==> src/rtl/approx_err_accum.sv <==
// Error-statistics accumulator for approximate-multiplier evaluation: per-sample
// absolute error, plus run totals (sum, max, mismatch count) over N_SAMPLES pairs.
module approx_err_accum #(
  parameter int N_SAMPLES = 1024,
  parameter int CNT_W     = 16
) (
  input  logic                clk,
  input  logic                rst_n,
  input  logic                start,
  input  logic                in_valid,
  output logic                in_ready,
  input  logic [63:0]         p_approx,
  input  logic [63:0]         p_exact,
  output logic                busy,
  output logic                done,
  output logic [63+CNT_W:0]   err_sum,
  output logic [63:0]         err_max,
  output logic [CNT_W-1:0]    mis_cnt,
  output logic [CNT_W-1:0]    smp_cnt
);

  typedef enum logic [1:0] {IDLE, RUN, DRAIN, DONE} state_t;

  localparam logic [CNT_W-1:0] LAST = CNT_W'(N_SAMPLES);

  state_t state;
  state_t state_nxt;

  logic        accept;
  logic        clear;
  logic [64:0] diff;
  logic [64:0] diff_neg;
  logic [63:0] abs_diff;

  logic        s1_valid;
  logic        s1_neq;
  logic [63:0] s1_abs;
  logic        s2_valid;
  logic        s2_neq;
  logic [63:0] s2_abs;

  always_ff @(posedge clk) begin
    if (!rst_n) state <= IDLE;
    else        state <= state_nxt;
  end

  // The run ends on the count alone; DRAIN waits for both stages to empty so
  // the totals are final when DONE is entered.
  always_comb begin
    state_nxt = state;
    case (state)
      IDLE:    if (start) state_nxt = RUN;
      RUN:     if (smp_cnt == LAST) state_nxt = DRAIN;
      DRAIN:   if (!s1_valid && !s2_valid) state_nxt = DONE;
      DONE:    if (start) state_nxt = RUN;
      default: state_nxt = IDLE;
    endcase
  end

  // in_ready drops as soon as the last sample is counted, so no extra pair can
  // slip in during the final RUN cycle.
  always_comb begin
    in_ready = (state == RUN) && (smp_cnt != LAST);
    busy     = (state == RUN) || (state == DRAIN);
    done     = (state == DONE);
  end

  assign accept = in_valid && in_ready;
  assign clear  = start && ((state == IDLE) || (state == DONE));

  // 65-bit difference of sign-extended operands; its magnitude always fits 64 bits.
  assign diff     = {p_approx[63], p_approx} - {p_exact[63], p_exact};
  assign diff_neg = ~diff + 65'd1;
  assign abs_diff = diff[64] ? diff_neg[63:0] : diff[63:0];

  always_ff @(posedge clk) begin
    if (!rst_n) begin
      s1_valid <= 1'b0;
      s1_neq   <= 1'b0;
      s1_abs   <= '0;
      s2_valid <= 1'b0;
      s2_neq   <= 1'b0;
      s2_abs   <= '0;
    end else begin
      s1_valid <= accept;
      if (accept) begin
        s1_abs <= abs_diff;
        s1_neq <= |diff;
      end
      s2_valid <= s1_valid;
      s2_abs   <= s1_abs;
      s2_neq   <= s1_neq;
    end
  end

  always_ff @(posedge clk) begin
    if (!rst_n || clear) begin
      err_sum <= '0;
      err_max <= '0;
      mis_cnt <= '0;
      smp_cnt <= '0;
    end else begin
      if (accept) smp_cnt <= smp_cnt + 1'b1;
      if (s2_valid) begin
        err_sum <= err_sum + {{CNT_W{1'b0}}, s2_abs};
        if (s2_abs > err_max) err_max <= s2_abs;
        mis_cnt <= mis_cnt + CNT_W'(s2_neq);
      end
    end
  end

endmodule

==> config.mk <==
export PLATFORM = sky130hd
export DESIGN_NAME = approx_err_accum
export DESIGN_NICKNAME = d
export VERILOG_FILES = /design/src/rtl/approx_err_accum.sv
export SDC_FILE = /design/constraint.sdc
export NUM_CORES = 1
export LEC_CHECK = 0
export CORE_MARGIN = 5
export CORE_UTILIZATION = 45
export DETAILED_ROUTE_END_ITERATION = 10
export PLACE_DENSITY = 0.68
export SYNTH_ARGS = -nofsm -noshare
export SYNTH_HDL_FRONTEND = slang
export SYNTH_SLANG_ARGS = --single-unit
==> constraint.sdc <==
create_clock -name clk -period 5.1 [get_ports clk]
set_input_delay 1.02 -clock clk [delete_from_list [all_inputs] [get_ports clk]]
set_output_delay 1.02 -clock clk [all_outputs]
set_load 0.05 [all_outputs]
==> results of run 1 <==
==> stage by stage <==
step           setup WS (ps)  total power [µW]
6_report                 249              7980
5_1_grt                -4.36              8460
4_1_cts                  126              8020
3_5_place_dp            -488              5650
3_3_place_gp            -334              5580
2_1_floorplan            405              4610
==> layout make-up <==
cell class                 instances  area share [%]
timing repair buffer             555            17.7
multi-input combinational       2165            51.4
clock inverter                    16           0.754
inverter                         176            2.34
tap                              615            2.73
clock buffer                      39            3.03
sequential                       310            22.0
==> metal layers <==
metal | up-vias | wire length, µm
li1 | 10800 | -
met5 | - | 0
met1 | 9894 | 32000
met4 | 0 | 1490
met2 | 634 | 29800
met3 | 82 | 3540
==> Yosys cell counts (77+ instances only) <==
library cell | n | area [µm²]
dfxtp_1 | 310 | 6210
nand2_1 | 241 | 905
nor2_1 | 241 | 905
ha_1 | 201 | 2510
a21oi_1 | 193 | 966
o21ai_0 | 189 | 946
inv_1 | 173 | 649
nand3_1 | 124 | 621
xnor2_1 | 117 | 1020
clkbuf_1 | 114 | 428
a21o_1 | 98 | 736
xor2_1 | 80 | 701
and2_1 | 77 | 482
==> path summary, 6_finish.rpt <==
check,endpoint,startpoint,depth (start not counted),slack (ps)
setup / recovery,s1_abs[61],p_exact[2],18,250
hold / removal,s2_abs[32],s1_abs[32],1,430
setup reg to reg,err_sum[56],s2_abs[9],13,570
hold reg to reg,s2_abs[32],s1_abs[32],1,430
==> flip-flops by register name, indices dropped and copies added, names as in the netlist <==
name,flops
err_sum,80
s2_valid,1
s1_valid,1
s2_abs,64
s1_abs,64
s1_neq,1
mis_cnt,16
err_max,64
s2_neq,1
smp_cnt,16
state,2
==> placed cells by master (no fill, tap or decap), types with 117 or more instances in the layout <==
master	Yosys	routed
xnor2_1	117	117
buf_4	7	241
o21ai_0	189	189
inv_1	173	173
a21oi_1	193	191
clkdlybuf4s50_1	0	309
ha_1	201	201
nand2_1	241	240
nand3_1	124	124
dfxtp_1	310	309
nor2_1	241	241
==> power by group through the flow <==
| stage | Clock [µW] | Combinational (µW) | Sequential, µW |
|---|---|---|---|
| final | 2360 | 2850 | 2780 |
| after global routing | 2520 | 3140 | 2800 |
| after CTS | 2410 | 2840 | 2770 |
| after detailed placement | 0 | 2820 | 2830 |
| after global placement | 0 | 2760 | 2820 |
| after floorplan | 0 | 1830 | 2780 |
==> worst max-delay path: cells and delay by family <==
family	cells	cell delay [ps]
xor+xnor	1	150
compound gates	7	1610
simple gates	5	1500
fa+ha+maj	1	280
buf+inv	4	760
==> logic make-up after synthesis <==
kind of cell	synth area share [%]
adders and majority gates	11.7
xor gates and xnor gates	7.88
and+or+nand+nor	21.2
DFF	28.3
muxes	2.06
AOI/OAI and AO/OA	23.1
buffers and inverters	5.73
==> repair_timing <==
| action | CTS | global route |
|---|---|---|
| endpoints found under the setup margin | 0 | 24 |
| hold endpoints to repair | 0 | 0 |
| resized for setup | 0 | 8 |
==> metrics.yaml, run 1 <==
sta:
  worst_pin_slew_ps: 956
  finClkSkew_ps: 33.5
  hold_ws_ps: 434
  drv_slew: 0
  fin_tns_setup_ps: 0
  min_period_ps: 4850
  hold_violations: 0
  fmax_mhz: 206
  max-slew-margin-rel_pct: 36.1
  setup_violations: 0
  finalCritPeriodShare_pct: 95.1
die:
  die_height_um: 231
  ioPinCount: 311
  rows: 80
  die_w_um: 231
  start_util_pct: 45.7
  die_area_mm2: 0.0532
  core_mm2: 0.0479
clock_tree:
  clkSlewWorstSetupHoldPaths_ps: 70
  cts_num_sinks: 310
  htreeDepth: 1
  root_buffer: "clkbuf_16"
  clk_path_buf_depth: 3
  post-cts-setup-buffer-count: 0
  hold_buffers: 0
  cts_buffers: 30
  clock_latency_ps: 580
  cts_tree: "yes"
min_path:
  hold_path.class: "reg2reg"
yosys:
  ys_seq_area_share_pct: 28.3
  yosys.cell_types.count: 100
  synthArstFlopShare_pct: 0
  syn-cell-area_mm2: 0.0219
  synth-edff-count: 0
  yosysWarnings: 0
  syn_area_per_cell_um2: 7.84
  synth_flop_cell: "dfxtp_1"
  synth.net_count: 3129
  synthCells: 2794
  ys_ff_latch: 310
placed_design:
  gp_congestion: 0.949
  placed_cells: 3821
  io_buffers: 310
  place_area_mm2: 0.0271
  dpl.hpwl_um: 54300
critical_path:
  cp_max_fo: 11
  critPathKind: "in2reg"
  cp-end-kind: "register"
  required_ps: 5580
  worst_path_largest_cell_delay_ps: 520
  cp_slowest_cell: "or4b_1"
  start_kind: "primary input"
  path_cells: "clkdlybuf4s50_1 -> inv_1 -> ha_1 -> nor2b_2 -> o31a_1 -> o21a_1 -> buf_4 -> o2111a_1 -> a211oi_4 -> o221ai_2 -> nor4b_4 -> or4b_1 -> nor2_2 -> and3_4 -> buf_12 -> a41oi_1 -> xnor2_1 -> a22o_1"
  worst_ep_arrival_time_ps: 5330
cells_and_area:
  seq_area_mm2: 0.00621
  instances_no_fill: 3876
  fillers: 4347
  area_delta_synth_final_pct: 28.7
  multi_input_comb_area_mm2: 0.0145
  fin_nets: 3573
  fin_area_mm2: 0.0282
  drive_gt1_share_pct: 10.9
  num_antenna_cells: 0
  utilization_pct: 58.8
power_and_ir_drop:
  p_sw_share_pct: 34.1
  cellInternalPower_uw: 5260
  p_clk_share_pct: 29.6
  comb_power_share_pct: 35.6
  ir_drop_v: 0.000221
  p_per_area_mw_per_mm2: 283
  pwr-share-seq_pct: 34.8
  p_switching_uw: 2720
  p_leak_uw: 0.0117
global_route:
  first_global_vias: 20800
  grt_pass1_wl_um: 108000
  grt_overflow: 0
  grt_start_max_net_pins: 89
  top_usage_layer: "met2"
  gr-usage-all-layers_pct: 23.9
  met3_usage_pct: 2.41
  grtUsageMet1_pct: 34.5
  antenna_found_initial: 0
  use_met2_pct: 38.8
detailed_routing:
  routed_wirelength_um: 66800
  routedWlPerCell_um: 17.2
  postRouteAntennaNets: 0
  avgViaCountPerCell: 5.54
  vias: 21500
  drcViolationCount: 0
  drt_pass1_iterations: 6
  drt_iter0_markers: 1622
job:
  cap_violations: 0
status:
  status: "complete, no violations"
(Power assumes the default switching activity.)
==> run 2, diff against run 1 <==
--- a/config.mk
+++ b/config.mk
@@ -9,6 +9,7 @@
 export CORE_UTILIZATION = 45
 export DETAILED_ROUTE_END_ITERATION = 10
 export PLACE_DENSITY = 0.68
+export SLEW_MARGIN = 20
 export SYNTH_ARGS = -nofsm -noshare
 export SYNTH_HDL_FRONTEND = slang
 export SYNTH_SLANG_ARGS = --single-unit
==> results of run 2 <==
No change in the layout: final DEF, timing and power equal those of run 1.
==> run 3, diff against run 2 <==
--- a/config.mk
+++ b/config.mk
@@ -8,7 +8,7 @@
 export CORE_MARGIN = 5
 export CORE_UTILIZATION = 45
 export DETAILED_ROUTE_END_ITERATION = 10
-export PLACE_DENSITY = 0.68
+export PLACE_DENSITY_LB_ADDON = 0.05
 export SLEW_MARGIN = 20
 export SYNTH_ARGS = -nofsm -noshare
 export SYNTH_HDL_FRONTEND = slang
==> run 3 against run 2 <==
Critical endpoint is now s1_abs[59]. Power is 6.4% higher. Core utilization grew 0.75 points. Register-to-register slack worse by 80 ps. Global-route usage rose by 0.81 points.
==> metrics.yaml, run 3 (same netlist as run 1, synthesis figures left out) <==
cells_and_area:
  largest_reg_flops: 80  # unchanged
  num_antenna_cells: 0  # unchanged
  final_cell_mix: "309 x dfxtp_1, 309 x clkdlybuf4s50_1, 247 x buf_4"  # was 309 x dfxtp_1, 309 x clkdlybuf4s50_1, 241 x nor2_1, 241 x buf_4, 240 x nand2_1
  fin_nets: 3587  # was 3573
  fillers: 4384  # was 4347
  instances_no_fill: 3894  # was 3876
  area_delta_synth_final_pct: 30.4  # was 28.7%
  max_flop_register: "err_sum"  # unchanged
  drive_gt1_share_pct: 11.4  # was 10.9%
placed_design:
  dpl.hpwl_um: 55700  # was 54300 µm
  place_ws_ps: -421  # was -488 ps
  gp_congestion: 0.938  # was 0.949
  io_buffers: 310  # unchanged
  placed_cells: 3827  # was 3821
critical_path:
  required_ps: 5490  # was 5580 ps
  start_kind: "primary input"  # unchanged
  critPathKind: "in2reg"  # unchanged
  cp-end-kind: "register"  # unchanged
  worst_ep_arrival_time_ps: 5310  # was 5330 ps
  cp_max_fo: 5  # was 11
die:
  ioPinCount: 311  # unchanged
  core_mm2: 0.0479  # unchanged
  die_w_um: 231  # unchanged
  rows: 80  # unchanged
  start_util_pct: 45.7  # unchanged
  die_area_mm2: 0.0532  # unchanged
  die_height_um: 231  # unchanged
clock_tree:
  root_buffer: "clkbuf_16"  # unchanged
  clk_path_buf_depth: 3  # unchanged
  htreeDepth: 2  # was 1
  cts_num_sinks: 310  # unchanged
  clock_latency_ps: 540  # was 580 ps
  clkSlewWorstSetupHoldPaths_ps: 60  # was 70 ps
  cts_buffers: 37  # was 30
  cts_tree: "yes"  # unchanged
  hold_buffers: 0  # unchanged
power_and_ir_drop:
  p_switching_uw: 2830  # was 2720 µW
  ir_drop_v: 0.000202  # was 0.000221 V
  p_sw_share_pct: 33.4  # was 34.1%
  comb_power_share_pct: 34.2  # was 35.6%
  p_clk_share_pct: 33.1  # was 29.6%
  pwr-share-seq_pct: 32.7  # was 34.8%
  p_leak_uw: 0.0119  # was 0.0117 µW
  total_power_uw: 8490  # was 7980 µW
  cellInternalPower_uw: 5660  # was 5260 µW
  p_per_area_mw_per_mm2: 297  # was 283 mW/mm²
detailed_routing:
  routedWlPerCell_um: 17.7  # was 17.2 µm
  drcViolationCount: 0  # unchanged
  avgViaCountPerCell: 5.52  # was 5.54
  postRouteAntennaNets: 0  # unchanged
  drt_iter0_markers: 1458  # was 1622
  drt_pass1_iterations: 5  # was 6
  routed_wirelength_um: 68800  # was 66800 µm
  vias: 21500  # about the same
global_route:
  antenna_found_initial: 0  # unchanged
  grt_start_max_net_pins: 70  # was 89
  gr-usage-all-layers_pct: 24.7  # was 23.9%
  grt_pass1_wl_um: 110000  # was 108000 µm
  grt_overflow: 0  # unchanged
  first_global_vias: 20500  # was 20800
sta:
  drv_slew: 0  # unchanged
  fmax_mhz: 203  # was 206 MHz
  fin_tns_setup_ps: 0  # unchanged
  grt_setup_unrepaired: "yes"
  max-slew-margin-rel_pct: 31.8  # was 36.1%
  setup_violations: 0  # unchanged
  hold_violations: 0  # unchanged
  worst_pin_slew_ps: 1020  # was 956 ps
  finClkSkew_ps: 19.7  # was 33.5 ps
  fin_ws_ps: 184  # was 249 ps
  min_period_ps: 4920  # was 4850 ps
  finalCritPeriodShare_pct: 96.4  # was 95.1%
status:
  status: "complete, no violations"  # unchanged
min_path:
  hold_path.class: "reg2reg"  # unchanged
job:
  cap_violations: 0  # unchanged
[run 3: changes by cell type in the layout (fill, tap and decap cells not counted), moves of 2 or more]
cell and change:
clkbuf_16 +9, buf_4 +6, nor4_2 +2, clkinvlp_4 -2, nor4_1 -2, inv_6 +2
clkbuf_1 +7, clkinv_2 -4, clkinv_4 -2
[run 3: path summary, 6_finish.rpt]
kind / end / start / depth (start not counted) / slack [ps]
setup / recovery: s1_abs[59] / p_approx[0] / 22 / 180
hold / removal: s1_abs[39] / s1_abs[39] / 2 / 450
setup reg to reg: err_sum[72] / err_sum[0] / 16 / 490
hold reg to reg: s1_abs[39] / s1_abs[39] / 2 / 450
[run 3: layout make-up]
type | count | area (µm²) | share of cell area, %
clock buffers | 55 | 1110 | 3.87
clock inverters | 11 | 203 | 0.710
inverters | 176 | 661 | 2.31
multi-input cells | 2165 | 14600 | 51.0
flip-flops and latches | 310 | 6210 | 21.7
well taps | 615 | 769 | 2.69
repair buffers | 562 | 5050 | 17.7
[run 3: per-layer routing]
metal | vias up | GRT usage, % | part of all wire (%)
met5 | - | 0 | 0
met4 | 0 | 6.82 | 2.7
met3 | 100 | 3.65 | 5.6
met2 | 605 | 37.5 | 42
met1 | 9922 | 36.6 | 50
li1 | 10900 | - | -
[run 3: power groups by stage]
stage	Clock (µW)	Combinational, µW	Sequential (µW)
final	2810	2910	2780
after CTS	2880	2890	2770
after global routing	2970	3190	2800
after global placement	0	2820	2820
after floorplan	0	1830	2780
after detailed placement	0	2870	2830
[run 3: metrics by stage]
| stage | area (µm²) | hold WS, ps | util (%) |
|---|---|---|---|
| 2_1_floorplan | 21900 | 424 | - |
| 3_3_place_gp | 27200 | 436 | 56.6 |
| 3_5_place_dp | 27200 | 437 | 56.6 |
| 4_1_cts | 28500 | 451 | 59.4 |
| 5_1_grt | 28600 | 466 | 59.6 |
| 6_report | 28600 | 446 | 59.6 |
[run 3: worst max-delay path, stage by stage]
cell and delay, ps:
clkdlybuf4s50_1 460, inv_1 40, ha_1 210, fa_1 410, nor2b_2 170, o31a_1 280
o21ai_2 130, a211oi_4 330, buf_4 170, nor2_1 80, buf_4 150, o21ai_1 120
buf_4 160, nor2_1 50, nor4b_1 380, buf_4 210, nor2b_2 40, and4bb_1 220
buf_4 160, a41oi_1 260, xnor2_1 170, a2bb2oi_1 80
[run 3: timing repair]
item	CTS	global route
endpoints found under the setup margin	0	20
setup buffers	0	1
gates resized for setup	0	17
